[src/rtl/alu_result_stage.sv]
// ALU result stage: 2-entry in-order FIFO between the ALU and the memory stage.
// Optional ALU_EXC_REWRITE_EN turns overflowing add/addi/sub results into exception writes.
module alu_result_stage (
  input  logic        clock,
  input  logic        reset_n,
  input  logic        in_valid,
  output logic        in_ready,
  input  logic [31:0] in_result,
  input  logic [4:0]  in_rd,
  input  logic        in_ovf,
  input  logic [1:0]  in_op,
  input  logic        flush,
  output logic        out_valid,
  input  logic        out_ready,
  output logic [31:0] out_result,
  output logic [4:0]  out_rd,
  output logic        out_exc,
  output logic [1:0]  count
);

  typedef struct packed {
    logic [31:0] result;
    logic [4:0]  rd;
    logic        exc;
  } entry_t;

  entry_t     mem_q [2];
  entry_t     wr_entry;
  entry_t     head;
  logic       wptr_q, wptr_d;
  logic       rptr_q, rptr_d;
  logic [1:0] count_q, count_d;
  logic       push, pop;

  // reset_n is folded in so the stage refuses input while held in reset.
  assign in_ready  = reset_n && (count_q < 2'd2) && !flush;
  assign out_valid = (count_q != 2'd0);
  assign push      = in_valid && in_ready;
  assign pop       = out_valid && out_ready && !flush;
  assign count     = count_q;

  always_comb begin
    wr_entry.result = in_result;
    wr_entry.rd     = in_rd;
    wr_entry.exc    = 1'b0;
`ifdef ALU_EXC_REWRITE_EN
    // Overflow on add/addi/sub becomes an exception-code write to x30.
    if (in_ovf && (in_op != 2'd3)) begin
      wr_entry.result = {30'd0, in_op} + 32'd1;
      wr_entry.rd     = 5'd30;
      wr_entry.exc    = 1'b1;
    end
`endif
  end

`ifndef ALU_EXC_REWRITE_EN
  logic unused_cfg;
  assign unused_cfg = ^{in_ovf, in_op};
`endif

  always_comb begin
    count_d = count_q;
    wptr_d  = wptr_q;
    rptr_d  = rptr_q;
    if (flush) begin
      count_d = 2'd0;
      wptr_d  = 1'b0;
      rptr_d  = 1'b0;
    end else begin
      if (push) wptr_d = ~wptr_q;
      if (pop)  rptr_d = ~rptr_q;
      case ({push, pop})
        2'b10:   count_d = count_q + 2'd1;
        2'b01:   count_d = count_q - 2'd1;
        default: count_d = count_q;
      endcase
    end
  end

  always_ff @(posedge clock or negedge reset_n) begin
    if (!reset_n) begin
      count_q <= 2'd0;
      wptr_q  <= 1'b0;
      rptr_q  <= 1'b0;
    end else begin
      count_q <= count_d;
      wptr_q  <= wptr_d;
      rptr_q  <= rptr_d;
    end
  end

  // Storage is not reset; occupancy gates every read.
  always_ff @(posedge clock) begin
    if (push) mem_q[wptr_q] <= wr_entry;
  end

  always_comb begin
    head       = mem_q[rptr_q];
    out_result = 32'd0;
    out_rd     = 5'd0;
    out_exc    = 1'b0;
    if (out_valid) begin
      out_result = head.result;
      out_rd     = head.rd;
      out_exc    = head.exc;
    end
  end

endmodule

[config.mk]
export PLATFORM = sky130hd
export DESIGN_NAME = alu_result_stage
export DESIGN_NICKNAME = d
export VERILOG_FILES = /design/src/rtl/alu_result_stage.sv
export SDC_FILE = /design/constraint.sdc
export NUM_CORES = 1
export LEC_CHECK = 0
export CAP_MARGIN = 20
export CELL_PAD_IN_SITES_DETAIL_PLACEMENT = 1
export CELL_PAD_IN_SITES_GLOBAL_PLACEMENT = 1
export CORE_MARGIN = 5
export CORE_UTILIZATION = 38
export CTS_CLUSTER_DIAMETER = 120
export DETAILED_ROUTE_END_ITERATION = 10
export PLACE_DENSITY_LB_ADDON = 0.08
export SYNTH_ARGS = -nofsm -noshare
export SYNTH_HDL_FRONTEND = slang
export SYNTH_SLANG_ARGS = --single-unit
export TNS_END_PERCENT = 50
[constraint.sdc]
create_clock -name clock -period 6.9 [get_ports clock]
set_clock_uncertainty 0.05 [all_clocks]
set_input_delay 1.38 -clock clock [delete_from_list [all_inputs] [get_ports clock]]
set_output_delay 1.38 -clock clock [all_outputs]
set_load 0.01 [all_outputs]
# After elaboration in Yosys (flattened, before gate mapping)
# Memories as Yosys holds them, arrays and structs flattened.
# Cells that the tools add are included.
# word_totals
ff_bits	4
ramBits	74
out_inout_bits	42
memories	1
# memory_table
memory	depth	word_bits	read_ports	rd_ports_with_merged_regs	wr	line	text
mem_q	2	37	1	0	1	27	entry_t mem_q [2];
# op_classes
addsub	2
magnitude_cmp	1
eq_ne	2
n_mux	11
bitwise_logic	2
n_reduce_logical	10
# ops
operator	count
32-bit two-way mux	1
1-bit two-way mux	7
2-bit nonzero test	3
1-bit logical AND	5
5-bit two-way mux	1
2-bit one-hot mux with 2 select lines	1
3-bit nonzero test	1
2-bit by 1-bit adder with 2-bit output (second input constant)	1
2-bit by 1-bit == test with 1-bit output (second input constant)	1
2-bit == test (second input constant)	1
2-bit < comparator (second input constant)	1
2-bit two-way mux	1
1-bit NOT	2
2-bit by 1-bit subtractor with 2-bit output (second input constant)	1
1-bit zero test	1

# Longest topological paths before layout
# depth
ltp_word	7
depth_mapped	4
ltp_nobuf	3

# Worst setup path after synthesis
# No wires, ideal clock.
# synth_timing
path_type	input-to-reg
startpoint	in in_valid
endpoint	mem mem_q[1][0] (netlist bit), enable pin
setup_ns	0.537
arrival_time_ns	5.347
required_ns	6.313
path_slack_ns	0.966
stages	2
n_path_buf	0
cell_sequence	nand2_1 > nor4b_1
# synth_via
elab_chain_len	3
# synth_lines
item	line	text
start, declared	6	input logic in_valid,
1-bit logical AND	38	assign push = in_valid && in_ready;
1-bit two-way mux	94	if (push) mem_q[wptr_q] <= wr_entry;
1-bit two-way mux (implied by the code)	94	
end, declared	27	
# Every way passes these cells.

# Worst setup path after layout
# layout_timing
startpoint	in reset_n
endpoint	out in_ready
# layout_via
elab_chain_len	2
# layout_lines
item	line	text
start, declared	5	input logic reset_n,
1-bit logical AND (2 in series)	36	assign in_ready = reset_n && (count_q < 2'd2) && !flush;
end, declared	7	output logic in_ready,
# Every way passes these cells.

==> flow_summary.toml <==
[setup_path]
r2r_slack_ps = 5300
criticalPathCategory = "primary input to output port"
cp_data_arrival_time_ps = 2810
cp-end-kind = "output port"
critPathLaunchType = "primary input"
worstPathRequired_ps = 5470
crit_fanout = 8

[die]
core_um2 = 7727
rows = 32
fp.dieW_um = 99.10
fp.dieH_um = 99.10
fp.dieArea_um2 = 9821
initial_utilization_pct = 39.04
io_pins = 87

[cts]
hold_buffers = 0
clockBufferDepth = 2
cts_tree = "yes"
cts_resized = 0
clkSinkCount = 78
post_cts_buffers = 0
h-tree-depth = 3
clk_latency_ps = 320
cts_buffers = 9
clkTransAtPathRegs_ps = 70
root_buffer = "clkbuf_8"

[drt]
ant_nets = 0
via_per_inst = 4.683
drt_pass1_iterations = 6
drt_iter0_markers = 37
finalWirelength_mm = 6.048
drc_errors = 0
vias = 1770
wire_per_inst_um = 16.00

[sta]
min_period_ps = 4240
grt_setup_unrepaired = "no"
setup_viol_count_final = 0
min_period_over_period_pct = 61.45
setup_slack_ps = 2660
tightestPinTransition_ps = 942.6
drv_slew = 0
max_freq_mhz = 235.8
setup_tns_ps = 0
final-hold-violation-count = 0
timing.slew.headroom_pct = 37.01

[global_route]
globalRouteTotalUtil_pct = 12.65
grt_max_degree = 39
antenna_found_initial = 0
grt_pass1_wl_mm = 9.425
grt_pass1_vias = 1859
overflow = 0

[layout]
antenna_cells = 0
final_cells = 378
nNetsFinal = 316
drive_gt1_share_pct = 8.696
areaGrowthSynthToFinish_pct = 37.62
multi_input_area_um2 = 644.4
fillers = 759
seq_area_um2 = 2323

[placed_design]
pre_cts_ws_ps = 2668
placed_cells = 362
port_buffers = 82
gp_congestion = 0.6686
hpwlAfterDp_mm = 4.038

[logic_synthesis]
ys_seq_area_share_pct = 76.98
synth_cell_types = 21
synth-seq-cells = 78
syn_avg_cell_area_um2 = 16.57
syn_nets = 227
yosysWarnings = 0
syn_area_um2 = 3017
synthCells = 182

[outcome]
status = "finished, final reports clean"

[run]
drv_cap = 0

[pwr]
ir_worst_vdd_mv = 0.1576
p_leak_uw = 0.001350
p_per_area_nw_per_um2 = 231.0

[hold_path]
min_path_type = "flip-flop to flip-flop"
-- cell usage after synthesis, drive strengths merged --
cell,instances,area [um2]
a21o,1,8.760
a21oi,2,10.01
a311oi,1,8.760
and3b,1,8.760
buf,9,62.55
conb,1,3.750
dfrtp,4,100.1
edfxtp,74,2222
inv,2,7.510
mux2i,37,370.4
nand2,2,7.510
nand4,1,6.260
nor2,40,150.1
nor3b,1,7.510
nor4,1,6.260
nor4b,1,8.760
o21ai,2,10.01
xnor2,1,8.760
xor2,1,8.760
-- metal layers --
layer	part of all wire [%]	global-route usage, %	wire [um]	up-vias
met2	50	21.75	3050	51
met4	1.2	5.672	72	0
met3	6.2	3.927	374	5
met1	42	14.46	2551	864
met5	0	0	0	-
li1	-	-	-	850
-- stage by stage --
| stage | cell area (um2) | util (%) | hold slack [ps] | power (uW) |
|---|---|---|---|---|
| after floorplan | 3017 | - | 475.1 | 591.0 |
| after CTS | 4151 | 53.72 | 541.2 | 975.9 |
| after global routing | 4151 | 53.72 | 557.7 | 1004 |
| after global placement | 3961 | 51.26 | 513.3 | 649.7 |
| final | 4151 | 53.72 | 542.0 | 959.0 |
| after detailed placement | 3961 | 51.26 | 528.0 | 651.6 |
-- registers in the layout, summed over array words and instances (netlist names) --
| signal | cells |
|---|---|
| wptr_q | 1 |
| mem_q | 74 |
| count | 2 |
| rptr_q | 1 |
-- cell type report --
cell class	instances	area share, %
flip-flops and latches	78	55.97
well taps	102	3.074
inverters	2	0.1808
clock buffers	10	3.074
repair buffers	87	20.68
multi-input cells	93	15.52
clock inverters	6	1.507
-- worst paths after layout --
path | start | endpoint | cells past startpoint
min in group asynchronous | reset_n | count[1] | 1
worst min register to register | wptr_q | wptr_q | 2
max in group asynchronous | reset_n | rptr_q | 1
worst max register to register | count[1] | mem_q[0][10] | 2
worst max-delay path | reset_n | in_ready | 3
worst min-delay path | wptr_q | wptr_q | 2
-- logic make-up after synthesis --
| logic type | Yosys count | share of synthesized area [%] |
|---|---|---|
| muxes | 37 | 12.28 |
| DFF | 78 | 76.98 |
| AOI/OAI and AO/OA | 6 | 1.244 |
| and+or+nand+nor | 47 | 6.471 |
| buffers and inverters | 11 | 2.322 |
| other | 1 | 0.1243 |
| xor gates and xnor gates | 2 | 0.5808 |
-- worst max-delay path, cell delays in order --
cell and delay (ps):
clkdlybuf4s50_1 640, nor3b_1 230, clkdlybuf4s50_1 570
-- where the power goes --
part / internal (uW) / switching (uW)
Combinational: 58.1 / 44.7
Clock: 166 / 154
Sequential: 530 / 6.05
Total: 754 / 205
-- layout by cell type, fill, tap and decap left out, types with 2 or more instances in the layout --
| cell type | n |
|---|---|
| clkdlybuf4s50_1 | 82 |
| mux2i_1 | 37 |
| a21oi_1 | 2 |
| edfxtp_1 | 74 |
| o21ai_0 | 2 |
| clkinvlp_4 | 2 |
| inv_1 | 2 |
| buf_4 | 5 |
| clkbuf_8 | 9 |
| nand2_1 | 2 |
| nor2_1 | 39 |
| dfrtp_1 | 3 |
(Power assumes the default switching activity.)
